File: config.mk
export PLATFORM = sky130hd
export DESIGN_NAME = w_pattern_tx
export DESIGN_NICKNAME = d
export VERILOG_FILES = /design/src/rtl/w_tx_pkg.sv /design/src/rtl/w_z_model.sv /design/src/rtl/w_pattern_tx.sv
export SDC_FILE = /design/constraint.sdc
export NUM_CORES = 1
export LEC_CHECK = 0
export CORE_MARGIN = 5
export CORE_UTILIZATION = 47
export CTS_BUF_LIST = sky130_fd_sc_hd__clkbuf_4
export CTS_CLUSTER_SIZE = 24
export DETAILED_ROUTE_END_ITERATION = 16
export PLACE_DENSITY = 0.77
export SYNTH_ARGS = -nofsm -noshare
export SYNTH_HDL_FRONTEND = slang
export SYNTH_SLANG_ARGS = --single-unit
File: constraint.sdc
create_clock -name clk -period 2.17 [get_ports clk]
set_input_delay 0.3255 -clock clk [delete_from_list [all_inputs] [get_ports clk]]
set_output_delay 0.3255 -clock clk [all_outputs]
set_load 0.005 [all_outputs]
File: src/rtl/w_tx_pkg.sv
// Shared types and helpers for the w-interface pattern transmitter.
package w_tx_pkg;

    typedef enum logic [1:0] {
        IDLE = 2'd0,
        SEND = 2'd1,
        DONE = 2'd2
    } tx_state_t;

    function automatic int cnt_w(input int max_len);
        return $clog2(max_len + 1);
    endfunction

endpackage

File: src/rtl/w_z_model.sv
// Predicts the one-hot detector's z: high when the last two sampled w values match.
module w_z_model (
    input  logic clk,
    input  logic reset,
    input  logic w,
    output logic z_exp
);

    logic z_q;
    logic w_prev_q;
    logic seen_q;

    // seen_q keeps z low on the first edge after reset, when w_prev_q is not real history
    always_ff @(posedge clk or negedge reset) begin
        if (!reset) begin
            z_q      <= 1'b0;
            w_prev_q <= 1'b0;
            seen_q   <= 1'b0;
        end else begin
            z_q      <= seen_q & (w == w_prev_q);
            w_prev_q <= w;
            seen_q   <= 1'b1;
        end
    end

    assign z_exp = z_q;

endmodule

File: src/rtl/w_pattern_tx.sv
// Serial w-stream transmitter: shifts a captured pattern out LSB first and
// predicts the downstream detector's z output.
module w_pattern_tx
    import w_tx_pkg::*;
#(
    parameter  int MAX_LEN = 16,
    localparam int CNT_W   = cnt_w(MAX_LEN)
) (
    input  logic               clk,
    input  logic               reset,
    input  logic               start,
    input  logic [MAX_LEN-1:0] pattern,
    input  logic [CNT_W-1:0]   length,
    output logic               ready,
    output logic               w,
    output logic               w_valid,
    output logic               done,
    output logic               z_exp
);

    tx_state_t          state_q, state_d;
    logic [MAX_LEN-1:0] shreg_q, shreg_d;
    logic [CNT_W-1:0]   cnt_q, cnt_d;
    logic               done_q, done_d;
    logic [CNT_W-1:0]   len_clamped;

    assign len_clamped = (length > CNT_W'(MAX_LEN)) ? CNT_W'(MAX_LEN) : length;

    // w is taken straight from bit 0 of the shift register; the register only
    // moves in SEND, so w holds the last bit sent while idle.
    always_comb begin
        state_d = state_q;
        shreg_d = shreg_q;
        cnt_d   = cnt_q;
        done_d  = 1'b0;
        case (state_q)
            IDLE: begin
                if (start) begin
                    if (length == '0) begin
                        done_d = 1'b1;
                    end else begin
                        state_d = SEND;
                        shreg_d = pattern;
                        cnt_d   = len_clamped;
                    end
                end
            end
            SEND: begin
                if (cnt_q == CNT_W'(1)) begin
                    state_d = DONE;
                    done_d  = 1'b1;
                end else begin
                    shreg_d = shreg_q >> 1;
                    cnt_d   = cnt_q - CNT_W'(1);
                end
            end
            DONE:    state_d = IDLE;
            default: state_d = IDLE;
        endcase
    end

    always_ff @(posedge clk or negedge reset) begin
        if (!reset) begin
            state_q <= IDLE;
            shreg_q <= '0;
            cnt_q   <= '0;
            done_q  <= 1'b0;
        end else begin
            state_q <= state_d;
            shreg_q <= shreg_d;
            cnt_q   <= cnt_d;
            done_q  <= done_d;
        end
    end

    assign ready   = (state_q == IDLE);
    assign w_valid = (state_q == SEND);
    assign w       = shreg_q[0];
    assign done    = done_q;

    w_z_model u_z_model (
        .clk   (clk),
        .reset (reset),
        .w     (w),
        .z_exp (z_exp)
    );

endmodule

==> results of run 1 <==
==> per-layer routing <==
layer	global-route usage, %	vias up	routed length [um]
met4	5.54	0	34
met1	17.4	516	1220
li1	-	537	-
met2	25.4	22	1410
met3	3.11	4	134
met5	0	-	0
==> cell type report <==
class | count | area (um2) | area share [%]
clock buffers | 4 | 30.0 | 1.69
inverters | 5 | 18.8 | 1.06
multi-input cells | 104 | 686 | 38.6
flip-flops and latches | 27 | 676 | 38.1
well taps | 31 | 38.8 | 2.19
repair buffers | 34 | 325 | 18.3
==> power by group through the flow <==
| stage | Combinational [mW] | Clock, mW | Sequential, mW |
|---|---|---|---|
| detailed placement | 1.35 | 0 | 0.883 |
| CTS | 1.35 | 0.235 | 0.877 |
| global route | 1.51 | 0.254 | 0.907 |
| floorplan | 1.01 | 0 | 0.850 |
| finish | 1.36 | 0.222 | 0.877 |
| global placement | 1.29 | 0 | 0.875 |
==> layout by cell type (no fill, tap or decap), types with 2 or more instances in the layout <==
| cell | instances |
|---|---|
| sky130_fd_sc_hd__mux2_4 | 7 |
| sky130_fd_sc_hd__nor2_1 | 7 |
| sky130_fd_sc_hd__ha_1 | 2 |
| sky130_fd_sc_hd__nand3_1 | 3 |
| sky130_fd_sc_hd__inv_1 | 4 |
| sky130_fd_sc_hd__buf_4 | 6 |
| sky130_fd_sc_hd__and2_1 | 2 |
| sky130_fd_sc_hd__mux2_2 | 9 |
| sky130_fd_sc_hd__clkbuf_4 | 4 |
| sky130_fd_sc_hd__nand2_1 | 46 |
| sky130_fd_sc_hd__a21oi_1 | 5 |
| sky130_fd_sc_hd__o21ai_0 | 2 |
| sky130_fd_sc_hd__dfrtp_1 | 27 |
| sky130_fd_sc_hd__clkdlybuf4s50_1 | 28 |
==> worst paths after layout <==
path,start,to,depth (start not counted)
worst max-delay path,cnt_q[1]$_DFFE_PN0P_,shreg_q[2]$_DFFE_PN0P_,6
worst min-delay path,reset,shreg_q[11]$_DFFE_PN0P_,2
worst max register to register,cnt_q[1]$_DFFE_PN0P_,shreg_q[2]$_DFFE_PN0P_,6
worst min register to register,state_q[1]$_DFFE_PN0P_,done$_DFF_PN0_,1
max in group asynchronous,reset,cnt_q[3]$_DFFE_PN0P_,2
min in group clk,state_q[1]$_DFFE_PN0P_,done$_DFF_PN0_,1
==> registers in the layout (all words and copies together) (netlist names) <==
name	flops
u_z_model.seen_q	1
done	1
state_q	2
cnt_q	5
u_z_model.z_exp	1
u_z_model.w_prev_q	1
shreg_q	16
==> repair_timing <==
item	CTS	global route
gates resized for setup	0	2
hold buffers	0	0
hold endpoints to repair	0	0
endpoints found under the setup margin	0	9
setup buffers	0	0
==> kinds of logic (layout without fill, tap and decap cells) <==
logic type	count (synthesis)	in the layout	synth area share [%]
flops	27	27	48.4
xor+xnor	1	1	0.627
compound gates	15	15	8.51
simple gates	68	68	21.6
buf+inv	10	43	3.31
mux	17	17	15.5
other cells	1	1	0.269
fa+ha+maj	2	2	1.79
==> metrics by stage <==
stage               setup TNS [ns]  utilization (%)
floorplan                        0                -
global placement            -0.136             61.8
detailed placement          -0.904             61.8
CTS                              0             62.8
global route                     0             63.2
finish                           0             63.2
==> key figures, run 1 <==
CTS
  • Worst-skew pair later-pin latency: 0.31 ns
  • Clock-pin transition on the worst setup and hold timing paths: 0.14 ns
  • Number of buffers created by CTS: 3
  • Maximum count of clock buffers along a single path: 2
  • TritonCTS clock tree: yes
  • Clock sink count: 27
  • Cell at the root of the clock tree: sky130_fd_sc_hd__clkbuf_4
  • Clock H-tree levels: 1

Yosys
  • Yosys warnings: 0
  • Largest area contributor in the netlist: sky130_fd_sc_hd__dfrtp_1
  • Part of the Yosys area used for sequential elements: 48.4%
  • Post-synthesis instance area: 1400 um2
  • Synthesized instance count: 141
  • Number of enable-type register cells in the synthesized netlist: 0
  • Synthesized netlist net count: 167
  • Count leader, synth: sky130_fd_sc_hd__nand2_1
  • Synthesized flop and latch total: 27
  • Post-synthesis async set-or-reset flop share: 100%
  • Top-area cell type share of the netlist area: 48.4%
  • Main area contributors after synthesis: sky130_fd_sc_hd__dfrtp_1 (48%), sky130_fd_sc_hd__nand2_1 (13%), sky130_fd_sc_hd__mux2_4 (7.5%), sky130_fd_sc_hd__mux2_2 (7.3%), sky130_fd_sc_hd__nor2_1 (1.9%)
  • Post-Synthesis Mean Instance Area: 9.90 um2
  • Number of distinct standard cells referenced by the synthesized netlist: 36
  • Leading cell types by count after synthesis: sky130_fd_sc_hd__nand2_1 (47), sky130_fd_sc_hd__dfrtp_1 (27), sky130_fd_sc_hd__mux2_2 (9)
  • Most instantiated flip-flop cell in the synthesis netlist: sky130_fd_sc_hd__dfrtp_1

Floorplan
  • Number of standard-cell rows in the floorplan: 19
  • Width of the die: 64.5 um
  • Area of the core: 2810 um2
  • Num ports: 29
  • Die height: 64.5 um
  • Starting density of the core: 49.8%
  • Die area: 4160 um2

Routing
  • Average detailed-routed wire length per instance: 13.6 um
  • Detailed-route DRC error count: 0
  • ANT nets after route: 0
  • Number of optimization iterations in the first detailed-route pass: 4
  • Mean number of vias per cell: 5.26
  • DRT iter0 DRCs: 43
  • Total number of vias: 1079
  • Total routed wirelength: 2800 um

Critical path
  • Ordered list of cells on the worst path: inv_1 > ha_1 > or4b_2 > nand2_2 > nand2_8 > mux2_4
  • Required time at the worst-slack endpoint: 2.38 ns
  • Worst reg-to-reg setup slack: 0.11 ns
  • Sum of buffers and inverters on the critical path: 1
  • CP arrival: 2.28 ns
  • Crit path launch type: register
  • Critical path's largest stage delay: 0.63 ns
  • Worst-path cell with the longest stage delay: sky130_fd_sc_hd__or4b_2
  • Worst setup path class: register to register
  • Family of cells with the greatest summed delay on the critical path: simple AND/OR/NAND/NOR gates
  • Endpoint class of the critical path: register
  • Largest fanout on the critical path: 19

Timing
  • Final period util: 95.0%
  • Worst hold slack: 0.353 ns
  • Endpoints failing setup: 0
  • RSZ-0062 raised after global routing: false
  • Maximum achievable frequency: 0.485 GHz
  • Skew final: 0.00414 ns
  • Count of final max-slew check failures: 0
  • Crit path time final: 2.06 ns
  • Minimum setup slack in the final design: 0.107 ns
  • Hold violation count in the final report: 0

Global routing
  • Antenna violations before repair: 0
  • Combined global-route utilization of all metal layers: 14.5%
  • Aggregate global routing overflow: 0
  • Pin count of the biggest net entering global routing: 28
  • First-pass GRT wire length: 4780 um
  • Number of global-route vias before repair: 1116

Finish
  • Layout area overhead: 27.1%
  • Final standard cell area without fillers: 1770 um2
  • Antenna diode count: 0
  • Final-stage net count: 201
  • Fraction of layout cells with a size suffix above 1: 18.4%
  • Total of fill cells in the finished design: 252
  • Final Instance Count excl. Fillers: 205

Pwr
  • Relative contribution of sequential cells to total power: 35.6%
  • Leakage: 0.863 nW
  • Maximum ir drop on the vdd rail: 0.681 mV
  • Internal power component: 1.56 mW
  • Relative contribution of combinational cells to total power: 55.4%
  • Switching component of the power: 0.904 mW
  • Switching part of the total power: 36.7%
  • PnR Total Power: 2.46 mW
  • Part of the power in the clock network: 9.0%
  • Power density over cell area: 1390 nW/um2

Place
  • Placer congestion estimate: 0.839
  • Placement-stage worst setup slack: -0.0744 ns
  • Port buffer count: 28
  • Cell count after placement: 201
  • Area post-placement: 1730 um2
  • Half-perimeter wire length of the detailed placement result: 2070 um

Status
  • Status: finished, final reports clean

Min path
  • Path category of the worst min-delay check: primary input to asynchronous set/reset pin

Flow run
  • Max-Cap Viols: 0
No activity file was read; power rests on OpenSTA's default activity.
==> inputs of run 2 (changes only) <==
SKIP_LAST_GASP = 1   (was not set)
==> results of run 2 <==
The final DEF is identical to that of run 1; final timing and power are the same.
==> inputs of run 3 (changes only) <==
CORE_MARGIN = not set   (was 5)
==> key figures, run 3 (synthesis results as in run 1) <==
Status
  • Status: finished, final reports clean (unchanged)

Routing
  • ANT nets after route: 0 (unchanged)
  • DRT iter0 DRCs: 33 (was 43)
  • Number of optimization iterations in the first detailed-route pass: 4 (unchanged)
  • Total number of vias: 1107 (was 1079)
  • Average detailed-routed wire length per instance: 13.7 um (was 13.6 um)
  • Detailed-route DRC error count: 0 (unchanged)
  • Mean number of vias per cell: 5.40 (was 5.26)
  • Total routed wirelength: 2800 um (about the same)

Timing
  • Count of final max-slew check failures: 0 (unchanged)
  • Minimum setup slack in the final design: 0.0827 ns (was 0.107 ns)
  • Hold violation count in the final report: 0 (unchanged)
  • Skew final: 0.00303 ns (was 0.00414 ns)
  • Worst hold slack: 0.352 ns (was 0.353 ns)
  • Crit path time final: 2.09 ns (was 2.06 ns)
  • Maximum achievable frequency: 0.479 GHz (was 0.485 GHz)
  • Final period util: 96.2% (was 95.0%)
  • Endpoints failing setup: 0 (unchanged)

Floorplan
  • Die height: 56.5 um (was 64.5 um)
  • Width of the die: 56.5 um (was 64.5 um)
  • Number of standard-cell rows in the floorplan: 19 (unchanged)
  • Num ports: 29 (unchanged)
  • Area of the core: 2780 um2 (was 2810 um2)
  • Die area: 3190 um2 (was 4160 um2)
  • Starting density of the core: 50.2% (was 49.8%)

Finish
  • Layout area overhead: 27.2% (was 27.1%)
  • Utilization after layout: 63.9% (was 63.2%)
  • Biggest registers after layout: shreg_q x16, cnt_q x5, state_q x2 (unchanged)
  • Antenna diode count: 0 (unchanged)
  • Fraction of layout cells with a size suffix above 1: 19.0% (was 18.4%)
  • Most frequent standard cell in the layout excluding fill and tap cells: sky130_fd_sc_hd__nand2_1 (unchanged)
  • Commonest cells after routing, fill and taps aside: sky130_fd_sc_hd__nand2_1 (46), sky130_fd_sc_hd__clkdlybuf4s50_1 (28), sky130_fd_sc_hd__dfrtp_1 (27) (unchanged)
  • Final-stage net count: 201 (unchanged)
  • Final Instance Count excl. Fillers: 205 (unchanged)
  • Register with the most flip-flops: shreg_q (unchanged)
  • Max reg flops: 16 (unchanged)
  • Total of fill cells in the finished design: 243 (was 252)

Critical path
  • CP arrival: 2.30 ns (was 2.28 ns)
  • Crit path launch type: register (unchanged)
  • Endpoint class of the critical path: register (unchanged)
  • Required time at the worst-slack endpoint: 2.39 ns (was 2.38 ns)
  • Largest fanout on the critical path: 19 (unchanged)
  • Worst setup path class: register to register (unchanged)

CTS
  • TritonCTS clock tree: yes (unchanged)
  • Maximum count of clock buffers along a single path: 2 (unchanged)
  • Number of buffers created by CTS: 3 (unchanged)
  • Clock sink count: 27 (unchanged)
  • Post-CTS Hold Fix Bufs: 0 (unchanged)
  • Worst-skew pair later-pin latency: 0.31 ns (about the same)
  • Clock-pin transition on the worst setup and hold timing paths: 0.14 ns (about the same)
  • Cell at the root of the clock tree: sky130_fd_sc_hd__clkbuf_4 (unchanged)
  • Clock H-tree levels: 1 (unchanged)

Global routing
  • Antenna violations before repair: 0 (unchanged)
  • Combined global-route utilization of all metal layers: 19.3% (was 14.5%)
  • Number of global-route vias before repair: 1161 (was 1116)
  • Aggregate global routing overflow: 0 (unchanged)
  • First-pass GRT wire length: 4890 um (was 4780 um)
  • Pin count of the biggest net entering global routing: 28 (unchanged)

Pwr
  • Relative contribution of combinational cells to total power: 55.5% (was 55.4%)
  • Part of the power in the clock network: 9.1% (was 9.0%)
  • Internal power component: 1.56 mW (about the same)
  • Switching part of the total power: 37.3% (was 36.7%)
  • Relative contribution of sequential cells to total power: 35.4% (was 35.6%)
  • Leakage: 0.861 nW (was 0.863 nW)
  • Maximum ir drop on the vdd rail: 0.927 mV (was 0.681 mV)
  • Switching component of the power: 0.928 mW (was 0.904 mW)
  • Power density over cell area: 1400 nW/um2 (was 1390 nW/um2)

Place
  • Half-perimeter wire length of the detailed placement result: 2090 um (was 2070 um)
  • Placer congestion estimate: 0.837 (was 0.839)
  • Placement-stage worst setup slack: -0.0510 ns (was -0.0744 ns)
  • Port buffer count: 28 (unchanged)
  • Cell count after placement: 201 (unchanged)

Min path
  • Path category of the worst min-delay check: primary input to asynchronous set/reset pin (unchanged)

Flow run
  • Max-Cap Viols: 0 (unchanged)
run 3: timing repair:
action                                  CTS  global route
setup buffers                             0             0
endpoints found under the setup margin    0            17
endpoints found under the hold margin     0             0
gates resized for setup                   0             3
run 3: area by class of cell:
cell class                      instances  area [um2]  share of cell area [%]
Clock buffer                            4        30.0                    1.69
Timing Repair Buffer                   34         325                    18.3
Multi-Input combinational cell        104         688                    38.7
Sequential cell                        27         676                    38.0
Tap cell                               31        38.8                    2.18
Inverter                                5        18.8                    1.06
run 3: worst paths after layout:
check | from | endpoint | slack [ns] | depth (start not counted)
hold / removal | reset | cnt_q[3]$_DFFE_PN0P_ | 0.35 | 2
setup reg to reg | cnt_q[1]$_DFFE_PN0P_ | shreg_q[4]$_DFFE_PN0P_ | 0.08 | 6
setup / recovery | cnt_q[1]$_DFFE_PN0P_ | shreg_q[4]$_DFFE_PN0P_ | 0.08 | 6
max in group asynchronous | reset | shreg_q[6]$_DFFE_PN0P_ | 1.57 | 2
hold reg to reg | state_q[1]$_DFFE_PN0P_ | done$_DFF_PN0_ | 0.45 | 1
min in group clk | state_q[1]$_DFFE_PN0P_ | done$_DFF_PN0_ | 0.45 | 1
run 3: power by group through the flow:
stage	Clock [mW]	Combinational, mW	Sequential (mW)
2_1_floorplan	0	1.01	0.850
3_3_place_gp	0	1.29	0.875
3_5_place_dp	0	1.36	0.889
4_1_cts	0.234	1.36	0.879
5_1_grt	0.250	1.53	0.906
6_report	0.227	1.38	0.880
run 3: metrics by stage:
| step | total power, mW | area, um2 | TNS (ns) |
|---|---|---|---|
| 2_1_floorplan | 1.86 | 1400 | 0 |
| 3_3_place_gp | 2.16 | 1730 | -0.0782 |
| 3_5_place_dp | 2.25 | 1730 | -0.497 |
| 4_1_cts | 2.48 | 1760 | 0 |
| 5_1_grt | 2.68 | 1780 | -0.0119 |
| 6_report | 2.49 | 1780 | 0 |
run 3: worst max-delay path, cell delays in order (launching register included):
cell and delay [ns]:
sky130_fd_sc_hd__dfrtp_1 0.41, sky130_fd_sc_hd__inv_1 0.11, sky130_fd_sc_hd__ha_2 0.21, sky130_fd_sc_hd__or4b_2 0.63, sky130_fd_sc_hd__nand2_2 0.16, sky130_fd_sc_hd__nand2_8 0.14
sky130_fd_sc_hd__mux2_4 0.33
run 3: routing by layer:
metal  wire (um)  vias to the layer above  global-route usage [%]
met2        1440                       32                    35.3
li1            -                      538                       -
met3         132                        2                    3.00
met1        1220                      535                    23.6
met4          12                        0                    4.88
met5           0                        -                       0
